==> config.mk <==
export PLATFORM = sky130hd
export DESIGN_NAME = ser_rx_40
export DESIGN_NICKNAME = d
export VERILOG_FILES = /design/src/rtl/ser_rx_40_pkg.sv /design/src/rtl/ser_rx_40_shift8.sv /design/src/rtl/ser_rx_40.sv
export SDC_FILE = /design/constraint.sdc
export NUM_CORES = 1
export LEC_CHECK = 0
export BUFFER_PORTS_ARGS = -buffer_cell sky130_fd_sc_hd__buf_4
export CAP_MARGIN = 15
export CORE_ASPECT_RATIO = 1.5
export CORE_MARGIN = 3
export CORE_UTILIZATION = 34
export CTS_BUF_LIST = sky130_fd_sc_hd__clkbuf_8
export CTS_CLUSTER_SIZE = 8
export DETAILED_ROUTE_END_ITERATION = 6
export GPL_TIMING_DRIVEN = 0
export PLACE_DENSITY = 0.53
export SLEW_MARGIN = 10
export SYNTH_ARGS = -nofsm -noshare
export SYNTH_HDL_FRONTEND = slang
export SYNTH_HIERARCHICAL = 1
export SYNTH_SLANG_ARGS = --single-unit
==> constraint.sdc <==
create_clock -name clock_40 -period 2.6 [get_ports clock_40]
set_input_delay 0.13 -clock clock_40 [delete_from_list [all_inputs] [get_ports clock_40]]
set_output_delay 0.13 -clock clock_40 [all_outputs]
set_load 0.005 [all_outputs]
==> src/rtl/ser_rx_40_pkg.sv <==
// ser_rx_40_pkg
//   Shared definitions for the 40 MHz serial link (receive and transmit sides).
//   Provides the default frame alignment byte and the receiver FSM state
//   encodings, which the transmit side relies on matching.
package ser_rx_40_pkg;

  // Frame alignment byte; bit 0 is the first bit on the wire.
  localparam logic [7:0] SYNC_WORD_DEFAULT = 8'hBC;

  typedef enum logic [1:0] {
    HUNT   = 2'd0,
    VERIFY = 2'd1,
    LOCKED = 2'd2
  } link_state_t;

endpackage

==> src/rtl/ser_rx_40_shift8.sv <==
// rx_shift8
//   8-bit LSB-first deserialising shift register with enable, plus a
//   comparator against the frame alignment byte.
//   o_byte / o_match describe the register contents *after* the current bit
//   is shifted in, so the FSM can act on a completed byte in the same cycle
//   the last bit is sampled.
// Ports
//   clock_40  in   1  clock, rising edge
//   reset     in   1  synchronous, active-high; clears the register
//   i_en      in   1  shift enable (bit strobe)
//   i_bit     in   1  serial bit
//   o_byte    out  8  register value including the current bit
//   o_match   out  1  o_byte equals MATCH_WORD
module rx_shift8 #(
  parameter logic [7:0] MATCH_WORD = 8'hBC
) (
  input  logic       clock_40,
  input  logic       reset,
  input  logic       i_en,
  input  logic       i_bit,
  output logic [7:0] o_byte,
  output logic       o_match
);

  logic [7:0] r_sr;
  logic [7:0] w_sr_next;

  // New bit enters at the top; the oldest bit ends up in bit 0.
  genvar gi;
  generate
    for (gi = 0; gi < 7; gi++) begin : g_shift
      assign w_sr_next[gi] = r_sr[gi+1];
    end
  endgenerate
  assign w_sr_next[7] = i_bit;

  always_ff @(posedge clock_40) begin
    if (reset) begin
      r_sr <= 8'h00;
    end else if (i_en) begin
      r_sr <= w_sr_next;
    end
  end

  assign o_byte  = w_sr_next;
  assign o_match = (w_sr_next == MATCH_WORD);

endmodule

==> src/rtl/ser_rx_40.sv <==
// ser_rx_40
//   Receiver for the 40 MHz serial link. Hunts for the sync byte on a sliding
//   window, verifies it one frame later, then flywheels on the frame length,
//   emitting payload bytes and flagging bad frame-boundary bytes. Loses lock
//   after MISS_LIMIT consecutive bad boundary bytes.
// Ports
//   clock_40    in   1  40 MHz clock, rising edge
//   reset       in   1  synchronous, active-high
//   bit_in      in   1  serial data, LSB of each byte first
//   bit_valid   in   1  bit_in qualifier
//   data_out    out  8  payload byte (holds between strobes)
//   data_valid  out  1  1-cycle strobe for data_out
//   sof         out  1  strobe with data_valid on first payload byte of a frame
//   locked      out  1  receiver is in LOCKED
//   sync_err    out  1  1-cycle strobe: bad boundary byte while locked
module ser_rx_40
  import ser_rx_40_pkg::*;
#(
  parameter logic [7:0] SYNC_WORD  = SYNC_WORD_DEFAULT,
  parameter int         FRAME_LEN  = 16,
  parameter int         MISS_LIMIT = 3
) (
  input  logic       clock_40,
  input  logic       reset,
  input  logic       bit_in,
  input  logic       bit_valid,
  output logic [7:0] data_out,
  output logic       data_valid,
  output logic       sof,
  output logic       locked,
  output logic       sync_err
);

  localparam int BCW = $clog2(FRAME_LEN + 1);
  localparam logic [BCW-1:0] LAST_BYTE = BCW'(FRAME_LEN);
  localparam logic [BCW-1:0] FIRST_BYTE = BCW'(1);
  localparam logic [3:0] MISS_MAX = 4'(MISS_LIMIT);

  link_state_t    r_state, w_state_next;
  logic [2:0]     r_bit_cnt, w_bit_cnt_next;
  logic [BCW-1:0] r_byte_cnt, w_byte_cnt_next;
  logic [3:0]     r_miss_cnt, w_miss_cnt_next;
  logic [7:0]     r_data, w_data_next;
  logic           r_data_valid, w_data_valid_next;
  logic           r_sof, w_sof_next;
  logic           r_sync_err, w_sync_err_next;
  logic           r_locked;

  logic [7:0]     w_byte;
  logic           w_match;
  logic           w_byte_done;
  logic [3:0]     w_miss_inc;

  rx_shift8 #(
    .MATCH_WORD(SYNC_WORD)
  ) u_shift (
    .clock_40(clock_40),
    .reset   (reset),
    .i_en    (bit_valid),
    .i_bit   (bit_in),
    .o_byte  (w_byte),
    .o_match (w_match)
  );

  // The current bit completes a byte (only meaningful when bit_valid is high).
  assign w_byte_done = (r_bit_cnt == 3'd7);
  assign w_miss_inc  = r_miss_cnt + 4'd1;

  always_ff @(posedge clock_40) begin
    if (reset) begin
      r_state      <= HUNT;
      r_bit_cnt    <= 3'd0;
      r_byte_cnt   <= '0;
      r_miss_cnt   <= 4'd0;
      r_data       <= 8'h00;
      r_data_valid <= 1'b0;
      r_sof        <= 1'b0;
      r_sync_err   <= 1'b0;
      r_locked     <= 1'b0;
    end else begin
      r_state      <= w_state_next;
      r_bit_cnt    <= w_bit_cnt_next;
      r_byte_cnt   <= w_byte_cnt_next;
      r_miss_cnt   <= w_miss_cnt_next;
      r_data       <= w_data_next;
      r_data_valid <= w_data_valid_next;
      r_sof        <= w_sof_next;
      r_sync_err   <= w_sync_err_next;
      r_locked     <= (w_state_next == LOCKED);
    end
  end

  always_comb begin
    w_state_next      = r_state;
    w_bit_cnt_next    = r_bit_cnt;
    w_byte_cnt_next   = r_byte_cnt;
    w_miss_cnt_next   = r_miss_cnt;
    w_data_next       = r_data;
    w_data_valid_next = 1'b0;
    w_sof_next        = 1'b0;
    w_sync_err_next   = 1'b0;

    if (bit_valid) begin
      case (r_state)
        HUNT: begin
          // Sliding-window search: any bit position may start alignment.
          if (w_match) begin
            w_state_next    = VERIFY;
            w_bit_cnt_next  = 3'd0;
            w_byte_cnt_next = FIRST_BYTE;
          end
        end

        VERIFY: begin
          w_bit_cnt_next = r_bit_cnt + 3'd1;
          if (w_byte_done) begin
            if (r_byte_cnt == LAST_BYTE) begin
              if (w_match) begin
                w_state_next    = LOCKED;
                w_byte_cnt_next = FIRST_BYTE;
                w_miss_cnt_next = 4'd0;
              end else begin
                w_state_next    = HUNT;
                w_bit_cnt_next  = 3'd0;
                w_byte_cnt_next = '0;
              end
            end else begin
              w_byte_cnt_next = r_byte_cnt + FIRST_BYTE;
            end
          end
        end

        LOCKED: begin
          w_bit_cnt_next = r_bit_cnt + 3'd1;
          if (w_byte_done) begin
            if (r_byte_cnt != LAST_BYTE) begin
              w_data_next       = w_byte;
              w_data_valid_next = 1'b1;
              w_sof_next        = (r_byte_cnt == FIRST_BYTE);
              w_byte_cnt_next   = r_byte_cnt + FIRST_BYTE;
            end else begin
              // Flywheel: the frame position advances even on a bad boundary.
              w_byte_cnt_next = FIRST_BYTE;
              if (w_match) begin
                w_miss_cnt_next = 4'd0;
              end else begin
                w_sync_err_next = 1'b1;
                w_miss_cnt_next = w_miss_inc;
                if (w_miss_inc >= MISS_MAX) begin
                  w_state_next    = HUNT;
                  w_bit_cnt_next  = 3'd0;
                  w_byte_cnt_next = '0;
                  w_miss_cnt_next = 4'd0;
                end
              end
            end
          end
        end

        default: begin
          w_state_next = HUNT;
        end
      endcase
    end
  end

  assign data_out   = r_data;
  assign data_valid = r_data_valid;
  assign sof        = r_sof;
  assign sync_err   = r_sync_err;
  assign locked     = r_locked;

endmodule

==> metrics.sh <==
INTERNAL-POWER_mW=0.805
DIE_W_UM=62.4
MAX_FREQ_MHz=443
TIMING.FINAL.CRIT_PERIOD_NS=2.26
POST_CTS.REPAIR.SETUP_BUFFERS=0
POST-LAYOUT-TOTAL-POWER_mW=1.02
DRV_CAP=0
CLKTRANSATPATHREGS_NS=0.07
FINAL_HOLD_VIOL_COUNT=0
SHARE_SEQ_OF_TOTAL_POWER_PCT=49.8
P_SW_mW=0.218
LAYOUT_COMMONEST_CELL='sky130_fd_sc_hd__dfxtp_1'
SYNTH_WARNINGS=6
COMBINATIONALPOWERSHARE_PCT=2.7
NUM_VIAS=1264
CRITICAL_PATH_PEAK_FANOUT=9
SYNTHARSTFLOPSHARE_PCT=0
ANTENNA_CELLS=0
FINAL.PERIOD_UTILIZATION_PCT=86.9
POWER.LEAKAGE_nW=0.776
WORSTHOLDPATHTYPE='input port to flop'
SLEW_WORST_PIN_NS=0.490
HOLD_BUF_CTS=0
GP_CONGESTION=0.833
FIN_SKEW_NS=0.00742
FIRST_GLOBAL_VIAS=1270
CTS_MADE_BUFFERS=5
GRT_USAGE_PCT=12.3
CLOCKROOTBUFFER='sky130_fd_sc_hd__clkbuf_8'
EFFECTIVE_UTILIZATION_AT_FLOORPLAN_PCT=35.4
POST_SYNTH_INST_COUNT=171
FILLER_CELL_COUNT=473
CRIT_PATH_END_KIND='flop'
SYN_AVG_CELL_AREA_SQ_UM=9.49
ROUTED_ANTENNA_NETS=0
DRT_PRE_ANTENNA_ITERS=4
LARGEST_NET_DEGREE_AT_THE_START_OF_GLOBAL_ROUTING=13
SETUP_VIOLATIONS=0
CRIT_ARRIVAL_NS=2.46
SETUP_TOTAL_NEGATIVE_SLACK_NS=0
ROUTED_WL_MM=3.25
DETAILEDPLACEMENTHPWL_MM=2.47
POST_DRT_WL_PER_CELL_UM=12.6
SYNTH_AREA_SQ_UM=1620
NUM_IO_PINS=16
SYNTH_NETS=186
CTS-ROOT-TO-SINK-BUFFERS=2
CORE_AREA_SQ_UM=4580
GRT_FIRST_PASS_WIRELENGTH_MM=5.61
ROUTED_VIA_DENSITY=4.90
SYNTH_ENABLE_FLOP_CELLS=0
DIE_H_UM=90.6
POWER.SHARE.SWITCHING_PCT=21.3
FIRST_ITER_VIOLATIONS=20
TOTAL_OF_FLIP_FLOPS_PLUS_LATCHES_AFTER_SYNTHESIS=33
CTS-HTREE-LEVELS=2
PLACEMENT_ROWS=30
CLOCK_SINKS=33
AREAGROWTHSYNTHTOFINISH_PCT=19.0
WORSTREGTOREGCELLS=8
TRITONCTS_CLOCK_TREE='done'
CRITPATHREQUIREDTIME_NS=2.80
POWER-PER-CELL-AREA_nW_PER_UM2=530
YOSYSSEQAREASHARE_PCT=40.7
PORTBUFFERS=15
CLK_LATENCY_NS=0.29
CLOCK_POWER_SHARE_PCT=47.5
POST_ROUTE_CELLS_DRIVE_ABOVE_1_SHARE_PCT=15.5
SLEW-LIMIT-HEADROOM_PCT=67.0
DRCVIOLATIONCOUNT=0
TIMING_MAX_TRANSITION_VIOLATIONS_FINAL=0
FINAL_NET_COUNT=208
GLOBALROUTE.TOTALOVERFLOW=0
DIE_AREA_SQ_UM=5650
GRT_SETUP_UNREPAIRED='no'
MOSTFREQUENTLAYOUTCELLS='sky130_fd_sc_hd__dfxtp_1 (33), sky130_fd_sc_hd__nor2_1 (23), sky130_fd_sc_hd__buf_4 (17), sky130_fd_sc_hd__mux2i_1 (17), sky130_fd_sc_hd__ha_1 (11)'
PEAKVDDDROP_V=0.000343
ANTENNA_FOUND_INITIAL=0
SYNTH_FLOP_CELL='sky130_fd_sc_hd__dfxtp_1'
CRITICALPATHCATEGORY='flop to flop'
TIMING.CRITICAL_PATH.FROM_TYPE='flop'
YOSYS_CELL_TYPES=44
RESULT_OF_THE_RUN='finished, final reports clean'
CTS_RESIZED=0
HOLD-PATH-CELL-COUNT=2
==> worst max-delay path, cell delays in order (launching register included) <==
cell and delay (ns):
sky130_fd_sc_hd__dfxtp_1 0.33, sky130_fd_sc_hd__nand4b_1 0.23, sky130_fd_sc_hd__nor4_2 0.21, sky130_fd_sc_hd__buf_6 0.17, sky130_fd_sc_hd__nand2b_1 0.22, sky130_fd_sc_hd__nand3_1 0.20
sky130_fd_sc_hd__a211oi_1 0.47, sky130_fd_sc_hd__nor3_1 0.10, sky130_fd_sc_hd__a311oi_1 0.25
==> cell families after synthesis <==
kind of cell    Yosys count  synth area share [%]
buf+inv                  14                  4.63
flops                    33                  40.7
simple gates             65                  22.0
compound gates           28                  12.1
mux                      17                  10.5
fa+ha+maj                11                  8.48
xor+xnor                  3                  1.62
==> synthesized netlist by cell type, types with 3 or more instances <==
master,count,area (sq um)
sky130_fd_sc_hd__dfxtp_1,33,661
sky130_fd_sc_hd__nor2_1,23,86.3
sky130_fd_sc_hd__nand2_1,10,37.5
sky130_fd_sc_hd__nand3_1,3,15.0
sky130_fd_sc_hd__nand3b_1,3,22.5
sky130_fd_sc_hd__nor3_1,3,15.0
sky130_fd_sc_hd__xor2_1,3,26.3
sky130_fd_sc_hd__nor4_1,3,18.8
sky130_fd_sc_hd__o21ai_0,4,20.0
sky130_fd_sc_hd__ha_1,11,138
sky130_fd_sc_hd__a21oi_1,6,30.0
sky130_fd_sc_hd__inv_1,8,30.0
sky130_fd_sc_hd__mux2i_1,17,170
==> cell type report <==
cell class / count / area (sq um) / share of cell area [%]
clock buffer: 5 / 68.8 / 3.56
clock inverter: 3 / 46.3 / 2.40
timing repair buffer: 15 / 113 / 5.83
tap: 64 / 80.1 / 4.15
multi-input combinational: 124 / 887 / 45.9
sequential: 33 / 661 / 34.2
buffer: 6 / 45.0 / 2.33
inverter: 8 / 30.0 / 1.56
==> layer usage <==
layer / part of all wire, % / wire length [um] / GRT usage (%)
met1: 42 / 1380 / 13.1
met2: 52 / 1680 / 21.9
met3: 3.8 / 123 / 3.49
met4: 2.1 / 69 / 5.89
met5: 0 / 0 / 0
==> worst paths after layout <==
kind,from,endpoint,slack [ns]
hold / removal,reset,u_shift/r_sr[5],0.1
setup / recovery,u_shift/r_sr[7],r_bit_cnt[0],0.34
setup reg to reg,u_shift/r_sr[7],r_bit_cnt[0],0.34
hold reg to reg,r_bit_cnt[2],r_bit_cnt[2],0.47
==> per-stage QoR <==
step	cell area, sq um	setup slack (ns)	util, %	hold WS, ns	instances
floorplan	1620	0.699	-	0.202	171
global placement	1820	0.414	39.6	0.387	250
detailed placement	1820	0.399	39.6	0.398	250
CTS	1930	0.363	42.2	0.0930	258
global route	1930	0.139	42.2	0.0957	258
finish	1930	0.341	42.2	0.0952	258
==> flip-flops by register name (all words and copies together) (netlist names) <==
| register | cells |
|---|---|
| data_out | 8 |
| data_valid | 1 |
| locked | 1 |
| r_bit_cnt | 3 |
| r_byte_cnt | 5 |
| r_miss_cnt | 4 |
| r_state | 2 |
| sof | 1 |
| sync_err | 1 |
| u_shift/r_sr | 7 |
==> power groups by stage <==
stage	clock (mW)	combinational, mW	sequential (mW)
6_report	0.486	0.0279	0.509
5_1_grt	0.527	0.0311	0.509
4_1_cts	0.501	0.0288	0.509
3_5_place_dp	0	0.0286	0.520
3_3_place_gp	0	0.0284	0.520
2_1_floorplan	0	0.0160	0.520
(Power assumes the default switching activity.)
